### config.mk
export PLATFORM = sky130hd
export DESIGN_NAME = bus_master_engine
export DESIGN_NICKNAME = d
export VERILOG_FILES = /design/src/rtl/bus_master_pkg.sv /design/src/rtl/bus_master_fifo.sv /design/src/rtl/bus_master_engine.sv
export SDC_FILE = /design/constraint.sdc
export NUM_CORES = 1
export LEC_CHECK = 0
export BUFFER_PORTS_ARGS = -buffer_cell sky130_fd_sc_hd__buf_2
export CAP_MARGIN = 40
export CORE_ASPECT_RATIO = 0.9
export CORE_MARGIN = 10
export CORE_UTILIZATION = 60
export CTS_CLUSTER_DIAMETER = 200
export CTS_CLUSTER_SIZE = 10
export DETAILED_ROUTE_END_ITERATION = 16
export PLACE_DENSITY = 0.79
export REMOVE_ABC_BUFFERS = 1
export SETUP_SLACK_MARGIN = 0.1
export SYNTH_ARGS = -nofsm -noshare
export SYNTH_HDL_FRONTEND = slang
export SYNTH_SLANG_ARGS = --single-unit
### constraint.sdc
create_clock -name Clk -period 9.7 [get_ports Clk]
set_clock_uncertainty 0.15 [all_clocks]
set_input_delay 1.94 -clock Clk [delete_from_list [all_inputs] [get_ports Clk]]
set_output_delay 1.94 -clock Clk [all_outputs]
set_load 0.02 [all_outputs]
### src/rtl/bus_master_pkg.sv
// Shared op codes, FSM state encoding and widths for the bus master engine.
package bus_master_pkg;

  localparam int unsigned LenW = 8;

  typedef enum logic [1:0] {
    OpRead      = 2'd0,
    OpWrite     = 2'd1,
    OpBurstRead = 2'd2,
    OpRmw       = 2'd3
  } bm_op_e;

  typedef enum logic [2:0] {
    StIdle,
    StRd,
    StWr,
    StBrd,
    StRmwRd,
    StRmwWr,
    StDrain
  } bm_state_e;

endpackage

### src/rtl/bus_master_fifo.sv
// Response FIFO: synchronous reset, head word visible combinationally, push ignored when full.
module bus_master_fifo #(
  parameter int unsigned Width = 33,
  parameter int unsigned Depth = 17
) (
  input  logic             Clk,
  input  logic             Reset,
  input  logic             push_i,
  input  logic [Width-1:0] push_data_i,
  input  logic             pop_i,
  output logic [Width-1:0] head_o,
  output logic             empty_o
);

  localparam int unsigned PtrW = (Depth > 1) ? $clog2(Depth) : 1;
  localparam int unsigned CntW = $clog2(Depth + 1);
  localparam logic [PtrW-1:0] PtrLast = PtrW'(Depth - 1);
  localparam logic [CntW-1:0] CntFull = CntW'(Depth);

  logic [Width-1:0] mem_q [Depth];
  logic [PtrW-1:0]  wr_ptr_q, rd_ptr_q;
  logic [CntW-1:0]  count_q;
  logic             do_push, do_pop;

  assign empty_o = (count_q == '0);
  assign do_pop  = pop_i && !empty_o;
  assign do_push = push_i && (count_q != CntFull);
  assign head_o  = mem_q[rd_ptr_q];

  always_ff @(posedge Clk) begin
    if (Reset) begin
      wr_ptr_q <= '0;
      rd_ptr_q <= '0;
      count_q  <= '0;
    end else begin
      if (do_push) begin
        wr_ptr_q <= (wr_ptr_q == PtrLast) ? '0 : wr_ptr_q + PtrW'(1);
      end
      if (do_pop) begin
        rd_ptr_q <= (rd_ptr_q == PtrLast) ? '0 : rd_ptr_q + PtrW'(1);
      end
      if (do_push && !do_pop) begin
        count_q <= count_q + CntW'(1);
      end else if (do_pop && !do_push) begin
        count_q <= count_q - CntW'(1);
      end
    end
  end

  // Storage needs no reset: the count alone decides what is valid.
  always_ff @(posedge Clk) begin
    if (do_push) begin
      mem_q[wr_ptr_q] <= push_data_i;
    end
  end

endmodule

### src/rtl/bus_master_engine.sv
// Command-driven bus master (single, burst-read and read-modify-write) with response FIFO.
// Optional sticky slave interrupt flag enabled by defining BUS_MASTER_IRQ_EN.
module bus_master_engine
  import bus_master_pkg::*;
#(
  parameter int unsigned DATA_W    = 32,
  parameter int unsigned ADDR_W    = 3,
  parameter int unsigned BURST_MAX = 16,
  parameter int unsigned TIMEOUT   = 255
) (
  input  logic              Clk,
  input  logic              Reset,
  input  logic              cmd_valid,
  output logic              cmd_ready,
  input  logic [1:0]        cmd_op,
  input  logic [ADDR_W-1:0] cmd_addr,
  input  logic [LenW-1:0]   cmd_len,
  input  logic [DATA_W-1:0] cmd_wdata,
  input  logic [DATA_W-1:0] cmd_mask,
  output logic              rsp_valid,
  input  logic              rsp_ready,
  output logic [DATA_W-1:0] rsp_data,
  output logic              rsp_err,
  output logic              slave_read,
  output logic              slave_write,
  output logic [ADDR_W-1:0] slave_address,
  input  logic [DATA_W-1:0] slave_readdata,
  output logic [DATA_W-1:0] slave_writedata,
  output logic              slave_chipselect,
  input  logic              slave_waitrequest,
  output logic              slave_beginbursttransfer,
  output logic [LenW-1:0]   slave_burstcount,
  input  logic              slave_irq,
  output logic              irq_pending,
  input  logic              irq_ack
);

  localparam int unsigned     Depth    = BURST_MAX + 1;
  localparam int unsigned     WaitW    = (TIMEOUT > 1) ? $clog2(TIMEOUT) : 1;
  localparam logic [WaitW-1:0] WaitLast = WaitW'(TIMEOUT - 1);
  localparam logic [LenW-1:0]  BurstMax = LenW'(BURST_MAX);

  bm_state_e         state_q;
  logic [LenW-1:0]   beats_left_q;
  logic [WaitW-1:0]  wait_cnt_q;
  logic [DATA_W-1:0] wdata_q, mask_q;

  bm_op_e            op;
  logic              accept, bad_len, req_active, beat_done, timed_out;
  logic              push, pop, fifo_empty;
  logic [DATA_W:0]   push_word, head_word;

  assign op         = bm_op_e'(cmd_op);
  assign cmd_ready  = (state_q == StIdle) && fifo_empty && !Reset;
  assign accept     = cmd_valid && cmd_ready;
  assign bad_len    = (cmd_len == '0) || (cmd_len > BurstMax);
  assign req_active = slave_read || slave_write;
  assign beat_done  = req_active && !slave_waitrequest;
  assign timed_out  = req_active && slave_waitrequest && (wait_cnt_q == WaitLast);

  assign pop       = rsp_valid && rsp_ready;
  assign rsp_valid = !fifo_empty;
  assign rsp_data  = fifo_empty ? '0 : head_word[DATA_W-1:0];
  assign rsp_err   = !fifo_empty && head_word[DATA_W];

  // Response word layout: {err, data}.
  always_comb begin
    push      = 1'b0;
    push_word = '0;
    if (accept && (op == OpBurstRead) && bad_len) begin
      push      = 1'b1;
      push_word = {1'b1, {DATA_W{1'b0}}};
    end else if (timed_out) begin
      push      = 1'b1;
      push_word = {1'b1, {DATA_W{1'b0}}};
    end else if (beat_done) begin
      unique case (state_q)
        StRd, StBrd, StRmwRd: begin
          push      = 1'b1;
          push_word = {1'b0, slave_readdata};
        end
        StWr:    push = 1'b1;
        default: ;
      endcase
    end
  end

  bus_master_fifo #(
    .Width(DATA_W + 1),
    .Depth(Depth)
  ) u_fifo (
    .Clk        (Clk),
    .Reset      (Reset),
    .push_i     (push),
    .push_data_i(push_word),
    .pop_i      (pop),
    .head_o     (head_word),
    .empty_o    (fifo_empty)
  );

  always_ff @(posedge Clk) begin
    if (Reset) begin
      state_q                  <= StIdle;
      beats_left_q             <= '0;
      wait_cnt_q               <= '0;
      wdata_q                  <= '0;
      mask_q                   <= '0;
      slave_read               <= 1'b0;
      slave_write              <= 1'b0;
      slave_chipselect         <= 1'b0;
      slave_address            <= '0;
      slave_writedata          <= '0;
      slave_beginbursttransfer <= 1'b0;
      slave_burstcount         <= '0;
    end else begin
      unique case (state_q)
        StIdle: begin
          if (accept) begin
            wdata_q    <= cmd_wdata;
            mask_q     <= cmd_mask;
            wait_cnt_q <= '0;
            unique case (op)
              OpRead: begin
                slave_read       <= 1'b1;
                slave_chipselect <= 1'b1;
                slave_address    <= cmd_addr;
                slave_burstcount <= LenW'(1);
                state_q          <= StRd;
              end
              OpWrite: begin
                slave_write      <= 1'b1;
                slave_chipselect <= 1'b1;
                slave_address    <= cmd_addr;
                slave_writedata  <= cmd_wdata;
                slave_burstcount <= LenW'(1);
                state_q          <= StWr;
              end
              OpBurstRead: begin
                if (bad_len) begin
                  state_q <= StDrain;
                end else begin
                  slave_read               <= 1'b1;
                  slave_chipselect         <= 1'b1;
                  slave_address            <= cmd_addr;
                  slave_beginbursttransfer <= 1'b1;
                  slave_burstcount         <= cmd_len;
                  beats_left_q             <= cmd_len;
                  state_q                  <= StBrd;
                end
              end
              OpRmw: begin
                slave_read       <= 1'b1;
                slave_chipselect <= 1'b1;
                slave_address    <= cmd_addr;
                slave_burstcount <= LenW'(1);
                state_q          <= StRmwRd;
              end
            endcase
          end
        end
        StRd, StWr, StBrd, StRmwRd, StRmwWr: begin
          slave_beginbursttransfer <= 1'b0;
          if (timed_out) begin
            slave_read       <= 1'b0;
            slave_write      <= 1'b0;
            slave_chipselect <= 1'b0;
            slave_address    <= '0;
            slave_writedata  <= '0;
            slave_burstcount <= '0;
            state_q          <= StDrain;
          end else if (beat_done) begin
            wait_cnt_q <= '0;
            if (state_q == StRmwRd) begin
              // Write phase follows immediately at the same address.
              slave_read      <= 1'b0;
              slave_write     <= 1'b1;
              slave_writedata <= (slave_readdata & ~mask_q) | (wdata_q & mask_q);
              state_q         <= StRmwWr;
            end else if ((state_q == StBrd) && (beats_left_q != LenW'(1))) begin
              beats_left_q <= beats_left_q - LenW'(1);
            end else begin
              slave_read       <= 1'b0;
              slave_write      <= 1'b0;
              slave_chipselect <= 1'b0;
              slave_address    <= '0;
              slave_writedata  <= '0;
              slave_burstcount <= '0;
              state_q          <= StDrain;
            end
          end else begin
            wait_cnt_q <= wait_cnt_q + WaitW'(1);
          end
        end
        StDrain: begin
          if (fifo_empty) begin
            state_q <= StIdle;
          end
        end
        default: state_q <= StIdle;
      endcase
    end
  end

`ifdef BUS_MASTER_IRQ_EN
  logic irq_prev_q;

  // A new rising edge wins over a same-cycle acknowledge.
  always_ff @(posedge Clk) begin
    if (Reset) begin
      irq_prev_q  <= 1'b0;
      irq_pending <= 1'b0;
    end else begin
      irq_prev_q <= slave_irq;
      if (slave_irq && !irq_prev_q) begin
        irq_pending <= 1'b1;
      end else if (irq_ack) begin
        irq_pending <= 1'b0;
      end
    end
  end
`else
  logic unused_irq;
  assign unused_irq  = slave_irq ^ irq_ack;
  assign irq_pending = 1'b0;
`endif

endmodule

==> impl_metrics.csv <==
group,metric,value,unit
status,status,"complete, no violations",
route,wl,71050,µm
synthesis,synth_area_per_cell,15.85,µm²
cts,cts_tree,"done",
sta,rsz0062_at_grt,"no",
worst_setup_path,reg2reg_depth,15,
worst_setup_path,cp-start-kind,"flip-flop",
synthesis,yosys.area.top_type_share,59.64,%
sta,hold_viol,0,
sta,tns,0,ps
global_route,grt_antenna_before_repair,1,
sta,finalCritPeriodShare,61.36,%
global_route,grt-ovfl-total,0,
floorplanning,die_x,248.7,µm
synthesis,synthCells,1782,
pwr,power_density,254.4,nW/µm²
worst_setup_path,critPathTopFamily,"buffers and inverters",
worst_setup_path,path_buf_inv,4,
worst_setup_path,cp.depth,7,
placed_design,portBuffers,195,
floorplanning,die-area,56170,µm²
cts,clock_latency,610,ps
synthesis,seq_area_frac_synth,70.27,%
floorplanning,floorplan.die.height,225.8,µm
flow_run,maxCapViolations,0,
pwr,leakagePower,10.45,nW
synthesis,synthArstFlopShare,0,%
synthesis,synth_top_cell_by_area,"edfxtp_1",
worst_setup_path,cpPeakStageDelay,790,ps
worst_setup_path,critical_path_arrival,3860,ps
finish,multiInputGateArea,7836,µm²
sta,max_freq,168.0,MHz
synthesis,yosys-top-cells-area,"edfxtp_1 60%, mux4_2 13%, dfxtp_1 11%",
worst_setup_path,cp.required,7610,ps
sta,fin_hold_ws,295.4,ps
worst_setup_path,cp-end-kind,"output port",
synthesis,yosysUniqueCellTypes,66,
placed_design,post-dp-hpwl,38170,µm
global_route,grt_pass1_vias,17280,
cts,htreeDepth,3,
finish,diodes,0,
floorplanning,rows,75,
finish,fill_cells,2966,
route,vias,16890,
worst_setup_path,path_cells,"buf_4 > buf_16 > mux4_2 > mux4_2 > inv_1 > o21ai_0 > buf_2",
route,wl_per_cell,26.73,µm
synthesis,ys_ff_latch,711,
route,first_iter_violations,2128,
worst_setup_path,cp_max_fo,39,
global_route,grt_pass1_wl,106700,µm
finish,nets,2131,
cts,postCtsSetupBuffers,0,
synthesis,synth_edf_count,561,
synthesis,synth_warnings,0,
finish,regArea,19860,µm²
cts,cts.clk_slew.worst_paths,60,ps
sta,slew-limit-headroom,41.55,%
min_path,worstHoldPathType,"reg2reg",
route,drc,0,
worst_setup_path,path_common_cell,"mux4_2",
finish,drive_gt1_share,25.61,%
cts,cts_resized,0,
floorplanning,core-area,46540,µm²
sta,fin_crit,5952,ps
global_route,grtUsageTotal,25.13,%
floorplanning,start_util,60.69,%
pwr,irDropWorstVdd,0.2217,mV
placed_design,gp_congestion,0.8151,
route,vias_per_cell,6.355,
cts,cts.sinks,711,
synthesis,syn_area,28250,µm²
route,ant_nets,0,
worst_setup_path,critPathSlowestCell,"dfxtp_4",
cts,numCtsBuffers,81,
sta,setup_viol_count_final,0,
min_path,hold_depth,2,
route,first_pass_iters,5,
sta,finalMaxSlewViolations,0,
worst_setup_path,path_class,"reg2out",
cts,cts_root_buffer,"clkbuf_16",
global_route,grt_max_degree,65,
sta,worst_slew_pin_slew,876.7,ps
floorplanning,io_pins,199,
finish,syn2layout_area_growth,14.27,%
cts,hold_buffers,0,
cts,cts_buffer_depth,3,
synthesis,ys_dominant_reg_cell,"edfxtp_1",
## state kept, by name, indices dropped and copies added, names as in the netlist, named ones only
name                      count
slave_burstcount              8
beats_left_q                  8
wait_cnt_q                    8
slave_chipselect              1
wdata_q                      32
u_fifo.count_q                5
u_fifo.mem_q                561
u_fifo.rd_ptr_q               5
state_q                       3
slave_write                   1
u_fifo.wr_ptr_q               5
mask_q                       32
slave_writedata              32
slave_read                    1
slave_beginbursttransfer      1
slave_address                 3
## cell usage in the layout (no fill, tap or decap), drive strengths merged, types with 7 or more instances in the layout
cell      n
inv      56
edfxtp  561
ha       19
and2     36
or2       7
xor2     10
dfxtp   150
mux2i    35
o21ai    79
nand4    11
a21oi   132
nand3    14
nor2     77
clkbuf  123
nor3     14
and3     18
mux4    165
nand2   236
buf     232
## area by class of cell
| class | instances | area share (%) |
|---|---|---|
| Clock inverter | 7 | 0.2713 |
| Sequential cell | 711 | 61.52 |
| Clock buffer | 123 | 6.768 |
| Multi-Input combinational cell | 918 | 24.28 |
| Timing Repair Buffer | 232 | 4.179 |
| Tap cell | 616 | 2.388 |
| Inverter | 51 | 0.5931 |
## stage by stage
step                cell area, µm²  total power [mW]  util, %  std cells  setup slack [ps]
floorplan                    27820             4.957        -       1680             775.3
global placement             29880             5.453    64.19       2523              4143
detailed placement           30010             5.549    64.47       2528              4125
CTS                          32280             8.248    69.35       2658              3683
global route                 32280             8.538    69.35       2658              3484
finish                       32280             8.213    69.35       2658              3748
## cells in the mapped netlist (2+ instances only)
cell type    n
nor3_2       2
nand2b_1     4
o21ai_1      5
a21oi_1    131
inv_1       51
a31oi_1      3
nor2_1      77
nor3_1      12
ha_1        19
xnor2_1      4
mux2i_1     35
a31o_1       2
nor2b_1      5
and2_1      36
o21a_1       3
mux4_2     165
a21o_1       3
nor4_2       2
edfxtp_1   561
clkbuf_1    81
buf_1        6
nand4_1     11
xor2_1      10
o21ai_0     74
buf_6        3
nand3_1     13
a211oi_1     2
a31o_2       3
nand2_1    236
or3_1        2
dfxtp_1    150
or2_0        6
and3_1      18
nor3b_1      4
buf_2       11
or3b_1       2
## report_power, final
part	internal (mW)	leakage (nW)	switching [mW]	total, mW
registers	3.42	5.98	0.123	3.54
clock network	1.55	1.09	1.16	2.71
logic	0.755	3.39	1.21	1.96
total	5.72	10.5	2.49	8.21
## cells by family after synthesis
family	after synthesis	synth area share, %
buf+inv	153	2.175
simple gates	438	7.012
fa+ha+maj	20	0.9125
mux	201	14.44
flops	711	70.27
xor+xnor	14	0.4341
compound gates	244	4.749
other cells	1	0.01328
## path summary, 6_finish.rpt
check,startpoint,to,slack [ps]
max reg2reg,wait_cnt_q[1],u_fifo.count_q[4],5880
max,flip-flop,rsp_data[17],3750
min reg2reg,slave_writedata[22],slave_writedata[22],300
min,slave_writedata[22],slave_writedata[22],300
## per-layer routing
layer / routed length [µm] / share of wire (%) / GRT usage [%]
met4: 2247 / 3.2 / 8.982
met2: 34980 / 49 / 41.27
met1: 26750 / 38 / 32.88
met3: 7059 / 9.9 / 5.374
met5: 9 / 0.013 / 0
## tightest hold or removal path, delay by kind of cell (launching register included)
family / cells / cell delay [ps]
DFF: 1 / 310
and+or+nand+nor: 1 / 50
AOI/OAI and AO/OA: 1 / 50
No activity file was read; power rests on OpenSTA's default activity.
